===== src/rtl/morse_keyer.sv =====
`timescale 1ns/1ps
// morse_keyer: queued Morse on-off-keying sequencer.
// Symbol bytes enter a FIFO. A three-process FSM pops them and times the
// dot/dash marks, the element and character gaps, and the word gaps in units
// of a latched unit length. The manual straight key is ORed into the output.
module morse_keyer #(
    parameter  int UNIT_W = 24,
    parameter  int DEPTH  = 16,
    localparam int AW     = $clog2(DEPTH),
    localparam int LW     = AW + 1
) (
    input  logic              clk,
    input  logic              resetq,
    input  logic [UNIT_W-1:0] unit_len,
    input  logic [7:0]        wr_data,
    input  logic              wr_stb,
    input  logic              flush,
    input  logic              manual_key,
    output logic              key,
    output logic              busy,
    output logic              full,
    output logic [LW-1:0]     level,
    output logic              overflow
);

    typedef enum logic [2:0] {
        S_IDLE   = 3'd0,
        S_MARK   = 3'd1,
        S_ESPACE = 3'd2,
        S_CGAP   = 3'd3,
        S_WGAP   = 3'd4
    } state_t;

    // FIFO storage and bookkeeping
    logic [7:0]        r_mem [DEPTH];
    logic [AW-1:0]     r_wr_ptr;
    logic [AW-1:0]     r_rd_ptr;
    logic [LW-1:0]     r_level;
    logic              r_overflow;
    logic              r_manual;

    // Sequencer state
    state_t            r_state;
    state_t            w_state_next;
    state_t            w_pop_target;
    logic [UNIT_W-1:0] r_unit_len;
    logic [UNIT_W-1:0] r_unit_cnt;
    logic [2:0]        r_units;
    logic [2:0]        r_elem;
    logic [2:0]        r_count;
    logic [7:0]        r_pattern;

    logic [7:0]        w_head;
    logic [2:0]        w_head_n;
    logic [UNIT_W-1:0] w_u_new;
    logic              w_fifo_empty;
    logic              w_full;
    logic              w_wr_ok;
    logic              w_wr_drop;
    logic              w_pop;
    logic              w_phase_done;
    logic              w_more_elems;
    logic              w_gap_state;

    assign w_head       = r_mem[r_rd_ptr];
    // Element counts of 6 and 7 are treated as 5.
    assign w_head_n     = (w_head[7:5] > 3'd5) ? 3'd5 : w_head[7:5];
    // A unit length of zero would stall the counter, so it runs as one cycle.
    assign w_u_new      = (unit_len == '0) ? UNIT_W'(1) : unit_len;
    assign w_fifo_empty = (r_level == '0);
    assign w_full       = (r_level == LW'(DEPTH));
    // Flush swallows a simultaneous write without flagging overflow.
    assign w_wr_ok      = wr_stb & ~flush & ~w_full;
    assign w_wr_drop    = wr_stb & ~flush & w_full;
    // A phase of K units ends when both the cycle and unit counters are spent.
    assign w_phase_done = (r_unit_cnt == '0) && (r_units == 3'd0);
    assign w_more_elems = ((r_elem + 3'd1) < r_count);
    assign w_gap_state  = (r_state == S_CGAP) || (r_state == S_WGAP);
    // Pops are decided on the registered level, so a write into an empty
    // FIFO can never be popped in the same cycle.
    assign w_pop        = ~flush & ~w_fifo_empty &
                          ((r_state == S_IDLE) | (w_gap_state & w_phase_done));
    assign w_pop_target = (w_head_n == 3'd0) ? S_WGAP : S_MARK;

    // FIFO memory write port (no reset so it maps onto RAM)
    always_ff @(posedge clk) begin
        if (w_wr_ok) begin
            r_mem[r_wr_ptr] <= wr_data;
        end
    end

    // FIFO pointers, occupancy and sticky overflow flag
    always_ff @(posedge clk or negedge resetq) begin
        if (!resetq) begin
            r_wr_ptr   <= '0;
            r_rd_ptr   <= '0;
            r_level    <= '0;
            r_overflow <= 1'b0;
        end else if (flush) begin
            r_wr_ptr   <= '0;
            r_rd_ptr   <= '0;
            r_level    <= '0;
            r_overflow <= 1'b0;
        end else begin
            if (w_wr_ok) begin
                r_wr_ptr <= r_wr_ptr + AW'(1);
            end
            if (w_pop) begin
                r_rd_ptr <= r_rd_ptr + AW'(1);
            end
            r_level <= r_level + LW'(w_wr_ok) - LW'(w_pop);
            if (w_wr_drop) begin
                r_overflow <= 1'b1;
            end
        end
    end

    // Manual key passes through a single synchronising flop
    always_ff @(posedge clk or negedge resetq) begin
        if (!resetq) begin
            r_manual <= 1'b0;
        end else begin
            r_manual <= manual_key;
        end
    end

    // FSM state register
    always_ff @(posedge clk or negedge resetq) begin
        if (!resetq) begin
            r_state <= S_IDLE;
        end else begin
            r_state <= w_state_next;
        end
    end

    // FSM next-state logic
    always_comb begin
        w_state_next = r_state;
        if (flush) begin
            w_state_next = S_IDLE;
        end else begin
            case (r_state)
                S_IDLE: begin
                    if (w_pop) begin
                        w_state_next = w_pop_target;
                    end
                end
                S_MARK: begin
                    if (w_phase_done) begin
                        w_state_next = w_more_elems ? S_ESPACE : S_CGAP;
                    end
                end
                S_ESPACE: begin
                    if (w_phase_done) begin
                        w_state_next = S_MARK;
                    end
                end
                S_CGAP, S_WGAP: begin
                    if (w_phase_done) begin
                        w_state_next = w_pop ? w_pop_target : S_IDLE;
                    end
                end
                default: w_state_next = S_IDLE;
            endcase
        end
    end

    // Duration counters, symbol latch and element sequencing
    always_ff @(posedge clk or negedge resetq) begin
        if (!resetq) begin
            r_unit_len <= '0;
            r_unit_cnt <= '0;
            r_units    <= 3'd0;
            r_elem     <= 3'd0;
            r_count    <= 3'd0;
            r_pattern  <= 8'd0;
        end else if (flush) begin
            r_unit_cnt <= '0;
            r_units    <= 3'd0;
            r_elem     <= 3'd0;
        end else if (w_pop) begin
            // Unit length is sampled here and held for the whole symbol.
            r_unit_len <= w_u_new;
            r_unit_cnt <= w_u_new - UNIT_W'(1);
            r_count    <= w_head_n;
            r_pattern  <= {3'b000, w_head[4:0]};
            r_elem     <= 3'd0;
            // r_units holds the units left after the current one.
            if (w_head_n == 3'd0) begin
                r_units <= 3'd3;
            end else begin
                r_units <= w_head[0] ? 3'd2 : 3'd0;
            end
        end else if (r_state != S_IDLE) begin
            if (!w_phase_done) begin
                if (r_unit_cnt != '0) begin
                    r_unit_cnt <= r_unit_cnt - UNIT_W'(1);
                end else begin
                    r_unit_cnt <= r_unit_len - UNIT_W'(1);
                    r_units    <= r_units - 3'd1;
                end
            end else begin
                r_unit_cnt <= r_unit_len - UNIT_W'(1);
                case (r_state)
                    S_MARK: begin
                        if (w_more_elems) begin
                            r_elem  <= r_elem + 3'd1;
                            r_units <= 3'd0;
                        end else begin
                            r_units <= 3'd2;
                        end
                    end
                    S_ESPACE: r_units <= r_pattern[r_elem] ? 3'd2 : 3'd0;
                    default:  r_units <= 3'd0;
                endcase
            end
        end
    end

    // Outputs derived directly from registered state
    always_comb begin
        key      = (r_state == S_MARK) | r_manual;
        busy     = (r_state != S_IDLE) | ~w_fifo_empty;
        full     = w_full;
        level    = r_level;
        overflow = r_overflow;
    end

endmodule

===== config.mk =====
export PLATFORM = sky130hd
export DESIGN_NAME = morse_keyer
export DESIGN_NICKNAME = d
export VERILOG_FILES = /design/src/rtl/morse_keyer.sv
export SDC_FILE = /design/constraint.sdc
export NUM_CORES = 1
export LEC_CHECK = 0
export CELL_PAD_IN_SITES_DETAIL_PLACEMENT = 1
export CELL_PAD_IN_SITES_GLOBAL_PLACEMENT = 1
export CORE_MARGIN = 2
export CORE_UTILIZATION = 40
export CTS_BUF_LIST = sky130_fd_sc_hd__clkbuf_4
export DETAILED_ROUTE_END_ITERATION = 16
export PLACE_DENSITY_LB_ADDON = 0.1
export REMOVE_ABC_BUFFERS = 1
export SLEW_MARGIN = 20
export SYNTH_ARGS = -nofsm -noshare
export SYNTH_HDL_FRONTEND = slang
export SYNTH_SLANG_ARGS = --single-unit

===== constraint.sdc =====
create_clock -name clk -period 6.89 [get_ports clk]
set_input_delay 2.067 -clock clk [delete_from_list [all_inputs] [get_ports clk]]
set_output_delay 2.067 -clock clk [all_outputs]
set_load 0.005 [all_outputs]

Word level (Yosys, flattened, before mapping)
Memory sizes are Yosys's and may differ from the RTL's.
Cells that the tools add are included.
W data, S select, Z words.

word-level totals
  memory bits (writable) = 128
  flip-flop bits (word level) = 80
  logic and storage cells = 112
  ROM bits = 0
  latch bits = 0
  bits of input ports = 37
  memories = 1

memories
  name   words  bits a word  rd ports  clocked after Yosys merged registers in  wr ports  line  RTL
  r_mem  16     8            1         0                                        1         35    logic [7:0] r_mem [DEPTH];

operators by class
  muxes and demuxes = 43
  equality and inequality tests = 10
  multipliers = 0
  bitwise operators = 12
  order comparisons = 3
  divide/modulo/power cells = 0
  $add $sub $neg = 9
  reductions and logical operators = 22
  shift-type cells = 0

operators with widths
  kind                     count
  $mux W24                 6
  $sub A24 B1 Y24 const B  3
  $mux W3                  19
  $logic_not A24 Y1        2
  $reduce_bool A24 Y1      1
  $mux W4                  4
  $reduce_bool A3 Y1       5
  $ne A3 B3 Y1 const B     4
  $pmux W3 S4              1
  $logic_not A3 Y1         3
  $add A4 B1 Y4 const B    2
  $mux W2                  4
  $reduce_and A4 Y1        2
  $and A1 B1 Y1            6
  $eq A3 B2 Y1 const B     2
  $mux W1                  6
  $pmux W3 S2              1
  $reduce_bool A2 Y1       3
  $add A5 B1 Y5            1
  $eq A5 B5 Y1 const B     1
  $logic_not A5 Y1         1
  $mux W5                  1
  $sub A5 B1 Y5            1
  $lt A3 B4 Y1 const B     1
  14 further kinds         19

Depth between registers and ports, before layout
Gate-level depths: netlist of the first run.

  word-level depth = 9
  mapped depth = 19
  depth with buffers taken out = 17

Worst setup path after synthesis of the first run
Ideal clock, no wire load.

  path type = input to register
  start point = in unit_len[18]
  end point = reg r_unit_cnt[20]
  data arrival time = 4,906 ps
  buffers on the path = 1
  slack = 1,863 ps
  cell stages on the path = 12
  data required time = 6,768 ps
  cell sequence = or4_1 or4b_2 nor2_1 a21oi_1 ha_1 or3b_2 or4_1 clkbuf_1 nor4_1 xnor2_1 nand2_1 a32o_1

on the way
  word-level cells in the longest chain between the ends = 5

ends and longest elaborated chain
  element               line  RTL
  from (decl)           14    input logic [UNIT_W-1:0] unit_len,
  $logic_not A24 Y1     69    assign w_u_new = (unit_len == '0) ? UNIT_W'(1) : unit_len;
  $mux W24 *            69
  $sub A24 B1 Y24 *     184   r_unit_cnt <= w_u_new - UNIT_W'(1);
  $mux W24 *            181   end else if (w_pop) begin
  $mux W24 *            177   end else if (flush) begin
  to (signal assigned)  184
  to (signal assigned)  197   r_unit_cnt <= r_unit_cnt - UNIT_W'(1);
  to (signal assigned)  199   r_unit_cnt <= r_unit_len - UNIT_W'(1);
  to (decl)             47    logic [UNIT_W-1:0] r_unit_cnt;

Every way passes the cells marked *; elsewhere a longest branch is shown, timed or not.
A chain may end at the register's enable or synchronous reset.

Worst setup path in the final report of the first run
Same ends and word-level chain as after synthesis.

==> results of run 1 <==
flip-flops by register name (all words and copies together) (netlist names):
name,flops
r_mem,128
r_rd_ptr,4
r_wr_ptr,4
overflow,1
r_unit_len,24
r_units,3
r_count,3
r_elem,3
r_unit_cnt,24
level,5
r_state,3
r_manual,1
r_pattern,5
tightest hold or removal path: cells and delay by family, from the launching register on:
| kind | cells | cell delay [ps] |
|---|---|---|
| DFF | 1 | 340 |
| and+or+nand+nor | 2 | 100 |
metrics by stage:
step / setup TNS, ps / worst slack, ps / instances / util [%]
floorplan: -1109 / -529.8 / 822 / -
global placement: 0 / 930.4 / 1212 / 44.15
detailed placement: 0 / 896.0 / 1212 / 44.15
CTS: 0 / 1686 / 1309 / 46.84
global route: 0 / 1400 / 1310 / 46.85
finish: 0 / 1616 / 1310 / 46.85
power breakdown:
group	internal, W	switching (W)	leakage, nW
Sequential	0.00153	0.000248	2.18
Clock	0.000530	0.000529	0.404
Combinational	0.000693	0.000989	1.82
Total	0.00275	0.00177	4.40
synth_stat cells (5+ instances only):
master    instances
a21oi_1          19
nor4_1           21
clkbuf_1         28
nor3b_1           7
a31oi_1           8
a22oi_1          11
nand3_1          14
inv_1            26
mux2i_1           7
nand4_1          10
o21ai_0          35
nand2b_1          7
o31ai_1          10
buf_1             7
nor3_1           32
xor2_1           41
or4_1            11
ha_1             19
buf_2             6
nand2_1         132
mux4_2           36
xnor2_1          19
or3_1            13
nor2_1           61
a32oi_1           5
edfxtp_1        128
dfrtp_1          80
how the worst max path moves through the flow:
| stage | startpoint | to | slack [ps] | cells after the start |
|---|---|---|---|---|
| 3_3_place_gp | unit_len[18] | r_unit_cnt[20]$_DFFE_PN0N_ | 930 | 12 |
| 5_1_grt | unit_len[18] | r_unit_cnt[20]$_DFFE_PN0N_ | 1400 | 12 |
| 3_5_place_dp | unit_len[18] | r_unit_cnt[20]$_DFFE_PN0N_ | 900 | 12 |
| 6_report | unit_len[18] | r_unit_cnt[20]$_DFFE_PN0N_ | 1620 | 12 |
| 4_1_cts | unit_len[18] | r_unit_cnt[20]$_DFFE_PN0N_ | 1690 | 12 |
| 2_1_floorplan | flush | level[4]$_DFF_PN0_ | -530 | 13 |
per-layer routing:
layer / vias up / share of wire, % / wire (um)
met3: 55 / 4.9 / 1398
met2: 167 / 51 / 14610
met5: - / 0 / 0
li1: 3415 / - / -
met1: 3775 / 42 / 11860
met4: 0 / 2.4 / 681
layout make-up:
class / count / area share (%)
antenna: 1 / 0.02115
clock buffer: 79 / 5.012
clock inverter: 18 / 0.7296
inverter: 26 / 0.8248
multi-input combinational: 588 / 35.77
sequential: 208 / 49.41
tap: 330 / 3.489
timing repair buffer: 60 / 4.737
cells by family after synthesis:
kind of cell / count (synthesis) / synth area share [%]
buffers and inverters: 67 / 2.510
flip-flops: 208 / 56.66
multiplexers: 44 / 8.647
AO/OA/AOI/OAI: 126 / 8.453
XOR/XNOR: 60 / 5.093
adder cells (fa/ha/maj): 20 / 2.498
AND/OR/NAND/NOR: 338 / 16.14
==> summary.md, run 1 <==
| Metric | Value |
|---|---|
| Status | `completed` |
| # rows | `58` |
| Worst Setup End Kind | `flop` |
| Hold Startpoint | `r_pattern[3]$_DFFE_PN0P_` |
| Crit Path Max Fanout | `9` |
| Reg-to-reg endpoint | `r_state[0]$_DFFE_PN0P_` |
| Layout area overhead | `14.69%` |
| ANT nets after route | `0` |
| FF/Latch Area | `5847 um2` |
| Die area | `27090 um2` |
| Num CTS Buffers | `57` |
| Met3 usage | `4.370%` |
| Met2 Track Usage GR | `38.87%` |
| Setup violators final | `0` |
| Cells after Synth | `863` |
| Largest net degree at the start of global routing | `58` |
| Max clock buf depth | `3` |
| Filler cells | `2694` |
| Clk slew on worst S/H paths | `60 ps` |
| Initial core utilization | `40.85%` |
| Critical path type | `primary input to flop` |
| DR vias/cell | `5.658` |
| Slew @ Worst Pin | `1081 ps` |
| Crit path arrival time | `5860 ps` |
| Congestion Overflow GR | `0` |
| Critical-path cell list | `clkdlybuf4s50_1, or4_1, or4b_2, nor2_1, a21oi_1, ha_1, or3b_2, or4_1, nor4_1, xnor2_1, nand2_1, a32o_1` |
| First-pass GRT wire length | `45650 um` |
| Most frequent cells in the layout | `132 x nand2_1, 128 x edfxtp_1, 79 x clkbuf_4, 79 x dfrtp_1, 59 x nor2_1` |
| Die Y | `164.6 um` |
| Worst Skew | `48.95 ps` |
| Worst hold-check path type | `flop to flop` |
| Max rail drop VDD | `0.1650 mV` |
| GPL Wtd Cong | `0.8231` |
| Delay-heaviest family, CP | `simple AND/OR/NAND/NOR gates` |
| CP Launch Type | `primary input` |
| Final Cycle Share | `76.54%` |
| Met1 Track Usage GR | `26.87%` |
| Register area share after synthesis | `56.66%` |
| Post-synthesis async set-or-reset flop share | `38.46%` |
| Clock sinks | `208` |
| Leakage power | `4.402 nW` |
| RSZ-0062 raised after global routing | `no` |
| Placed cell area | `11150 um2` |
| Initial antenna violation count | `1` |
| Power per cell area | `381.8 nW/um2` |
| Worst R2R Setup Slack | `2870 ps` |
| Hold endpoint | `r_pattern[3]$_DFFE_PN0P_` |
| Fin. Hold Viols | `0` |
| CP Buf/Inv Count | `1` |
| Cell variety after synth | `65` |
| Top-area cell type share of the netlist area | `37.25%` |
| Fin crit period | `5274 ps` |
| Post_cts resized | `0` |
| Area of the multi-input gates | `4233 um2` |
| Grt peak-use layer | `met2` |
| Routed length per instance | `21.79 um` |
| Die Span X | `164.6 um` |
| Layout net count | `998` |
| Max-cap check violation count | `0` |
| Final routed DRC violation total | `0` |
| Clock Tree Root | `clkbuf_4` |
| R2r worst-path depth | `8` |
| CTS tree | `built` |
| CTS Hold Bufs | `0` |
| #FFs+latches synth | `208` |
| IO Count | `46` |
| Commonest non-fill, non-tap cell in the layout | `nand2_1` |
| Max Freq | `189.6 MHz` |
| Final instance area | `11830 um2` |
| Synth top area cells | `edfxtp_1 37%, dfrtp_1 19%, mux4_2 7.9%` |
| Slew margin rel. | `26.89%` |
| Mapped Area | `10320 um2` |
| Post-Syn Area per Cell | `11.96 um2` |
| Clock latency on the worst-skew pair | `720 ps` |
| All-Layer GR Usage | `22.05%` |
| Drt total wl | `28550 um` |
| Core Box Area | `25250 um2` |
| Reg-to-Reg Start | `r_unit_cnt[0]$_DFFE_PN0N_` |
| Number of synthesis warnings | `0` |
| WHS | `465.9 ps` |
| Vias in the first global route | `8238` |
| Slowest-stage cell, CP | `or4b_2` |
| Initial DRC Count | `451` |
| Number of port buffers | `45` |
| Hold depth | `2` |
| DRT Pass-1 Iters | `4` |
| Main synth FF type | `edfxtp_1` |
| Final Power | `0.004517 W` |
| Setup Fix Bufs, Post-CTS | `0` |
| Cell mode on critical path | `or4_1` |
| Synth area leader | `edfxtp_1` |
| Post-synth EDFFs | `128` |
| H-tree levels | `2` |
| Dpl hpwl | `19720 um` |
| DR vias | `7412` |
| Final Slew Violations | `0` |
| CP required | `7480 ps` |
| Crit path largest cell delay | `800 ps` |
| Share of cells above drive strength 1 | `15.83%` |
(Power assumes the default switching activity.)
==> run 2: changes to the inputs <==
- clock period: 6.89 -> 5 ns (I/O delays scaled with it)
==> summary.md, run 2 (synthesized netlist as in run 1, its figures left out) <==
| Metric | Value |
|---|---|
| Final core occ | `48.26% (+1.4 points)` |
| Dpl hpwl | `20620 um (+4.6%)` |
| Clock Tree Root | `clkbuf_4` |
| Worst R2R Setup Slack | `1250 ps (-1620 ps)` |
| Die Y | `164.6 um (unchanged)` |
| Max Freq | `224.5 MHz` |
| Crit Path Max Fanout | `6 (-3)` |
| Regs by FF count | `r_mem x128, r_unit_cnt x24, r_unit_len x24` |
| Critical path type | `primary input to flop` |
| Most frequent cells in the layout | `132 x nand2_1, 128 x edfxtp_1, 94 x clkbuf_4` |
| Core Box Area | `25250 um2 (unchanged)` |
| CTS Hold Bufs | `0 (unchanged)` |
| Psw | `0.002466 W (+40%)` |
| Post_cts resized | `0 (unchanged)` |
| WHS | `471.4 ps (+5.511 ps)` |
| Filler cells | `2726 (+1.2%)` |
| Initial core utilization | `40.85% (unchanged)` |
| Final routed DRC violation total | `0 (unchanged)` |
| Hold endpoint | `r_pattern[4]$_DFFE_PN0P_` |
| Final Slew Violations | `0 (unchanged)` |
| Clk pwr share | `24.9% (+1.5 points)` |
| Num CTS Buffers | `60 (+5.3%)` |
| Final instance area | `12190 um2 (+3.0%)` |
| GPL Wtd Cong | `0.8459 (+2.8%)` |
| Reg with most FFs | `r_mem` |
| Worst hold-check path type | `flop to flop` |
| Die Span X | `164.6 um (unchanged)` |
| Largest net degree at the start of global routing | `56 (-3.4%)` |
| IO Count | `46 (unchanged)` |
| Comb pwr share | `35.9% (-1.3 points)` |
| Layout net count | `1036 (+3.8%)` |
| # rows | `58 (unchanged)` |
| Reg-to-Reg Start | `r_unit_cnt[0]$_DFFE_PN0N_` |
| Max-cap check violation count | `0 (unchanged)` |
| All-Layer GR Usage | `22.75% (+0.70 points)` |
| Sequential power share | `39.2% (about the same)` |
| Initial antenna violation count | `1 (unchanged)` |
| Critical-path cell list | `clkdlybuf4s50_1, or4_1, or4b_2, nor2_1, a21oi_1, ha_1, or3b_2, or4_1, buf_4, nor3_1, xor2_1, o221ai_1, nand2_1` |
| Leakage power | `4.629 nW (+5.1%)` |
| DR vias | `7600 (+2.5%)` |
| Final Cycle Share | `89.11%` |
| ANT nets after route | `0 (unchanged)` |
| Commonest non-fill, non-tap cell in the layout | `nand2_1` |
| CP required | `5580 ps (-1900 ps)` |
| Routed length per instance | `21.77 um (-0.11%)` |
| Area of the multi-input gates | `4230 um2 (about the same)` |
| Crit path largest cell delay | `710 ps (-90 ps)` |
| Worst Setup End Kind | `flop` |
| Slowest-stage cell, CP | `or4b_2` |
| Clk slew on worst S/H paths | `60 ps (about the same)` |
| Hold Startpoint | `r_pattern[4]$_DFFE_PN0P_` |
| Crit path arrival time | `5040 ps (-820 ps)` |
| Internal Power | `0.003941 W (+43%)` |
| Fin. Hold Viols | `0 (unchanged)` |
| Setup violators final | `0 (unchanged)` |
| Max clock buf depth | `3 (unchanged)` |
| Power per cell area | `525.7 nW/um2 (+38%)` |
| FF/Latch Area | `5847 um2 (unchanged)` |
| Vias in the first global route | `8431 (+2.3%)` |
| Reg-to-reg endpoint | `level[4]$_DFF_PN0_` |
| Share of cells above drive strength 1 | `19.88% (+4.0 points)` |
| Hold depth | `2 (unchanged)` |
| Slew margin rel. | `34.13% (+7.2 points)` |
| DR vias/cell | `5.621 (-0.65%)` |
| Clock latency on the worst-skew pair | `710 ps (about the same)` |
| Clock sinks | `208 (unchanged)` |
| H-tree levels | `2 (unchanged)` |
| CP Launch Type | `primary input` |
| Slew @ Worst Pin | `988.1 ps (-93.28 ps)` |
| Drt total wl | `29430 um (+3.1%)` |
| Initial DRC Count | `390 (-14%)` |
| Number of port buffers | `45 (unchanged)` |
| Fin crit period | `4455 ps` |
| Cell mode on critical path | `or4_1` |
| CTS tree | `built` |
| Setup Fix Bufs, Post-CTS | `0 (unchanged)` |
| Setup TNS | `0 ps (unchanged)` |
| Switching Fraction | `38.49% (-0.60 points)` |
| First-pass GRT wire length | `46990 um (+2.9%)` |
| Max rail drop VDD | `0.2265 mV (+37%)` |
| RSZ-0062 raised after global routing | `no` |
| Final Power | `0.006407 W (+42%)` |
| Placed cell area | `11410 um2 (+2.3%)` |
| R2r worst-path depth | `16 (+8)` |
| Layout area overhead | `18.12%` |
| Max reg flops | `128 (unchanged)` |
| Status | `completed` |
| Die area | `27090 um2 (unchanged)` |
| Congestion Overflow GR | `0 (unchanged)` |
| Worst Skew | `28.74 ps (-20.20 ps)` |
| DRT Pass-1 Iters | `4 (unchanged)` |
[run 2: cell types whose count changed in the layout (fill, tap and decap cells not counted), sizes merged]
cell / change
clkbuf: +15
clkinv: -7
buf: +35
inv: -1
[run 2: how the worst max path moves through the flow]
| stage | start | to | cells past startpoint |
|---|---|---|---|
| after floorplan | flush | level[4]$_DFF_PN0_ | 13 |
| after global placement | unit_len[18] | r_unit_cnt[16]$_DFFE_PN0N_ | 13 |
| after detailed placement | unit_len[18] | r_unit_cnt[18]$_DFFE_PN0N_ | 13 |
| after CTS | unit_len[18] | r_unit_cnt[18]$_DFFE_PN0N_ | 13 |
| after global routing | unit_len[18] | r_unit_cnt[22]$_DFFE_PN0N_ | 13 |
| final | unit_len[18] | r_unit_cnt[18]$_DFFE_PN0N_ | 13 |
[run 2: routing by layer]
| layer | routed length [um] | vias to the layer above | track usage [%] |
|---|---|---|---|
| li1 | - | 3493 | - |
| met1 | 12260 | 3845 | 27.66 |
| met2 | 14840 | 184 | 39.44 |
| met3 | 1295 | 78 | 4.621 |
| met4 | 1032 | 0 | 9.526 |
| met5 | 0 | - | 0 |
[run 2: layout make-up]
class,instances,share of cell area (%)
flip-flops and latches,208,47.98
multi-input cells,588,34.71
repair buffers,95,6.756
clock buffers,94,5.791
well taps,330,3.388
inverters,26,0.8008
clock inverters,10,0.5544
diodes,1,0.02053
[run 2: worst max-delay path: cells and delay by family]
| kind | cells | cell delay, ps |
|---|---|---|
| adders and majority gates | 1 | 260 |
| xor gates and xnor gates | 1 | 160 |
| AOI/OAI and AO/OA | 2 | 320 |
| buffers and inverters | 2 | 610 |
| and+or+nand+nor | 7 | 2180 |
[run 2: power by group through the flow]
stage	combinational (W)	clock [W]	sequential, W
floorplan	0.00152	0	0.00244
global placement	0.00223	0	0.00252
detailed placement	0.00231	0	0.00254
CTS	0.00232	0.00165	0.00251
global route	0.00255	0.00175	0.00256
finish	0.00230	0.00159	0.00251
[run 2: stage by stage]
stage	setup slack (ps)	std cells
after floorplan	-1853	822
after detailed placement	-135.9	1247
after global placement	-29.30	1247
after CTS	629.5	1351
final	544.7	1352
after global routing	467.7	1352
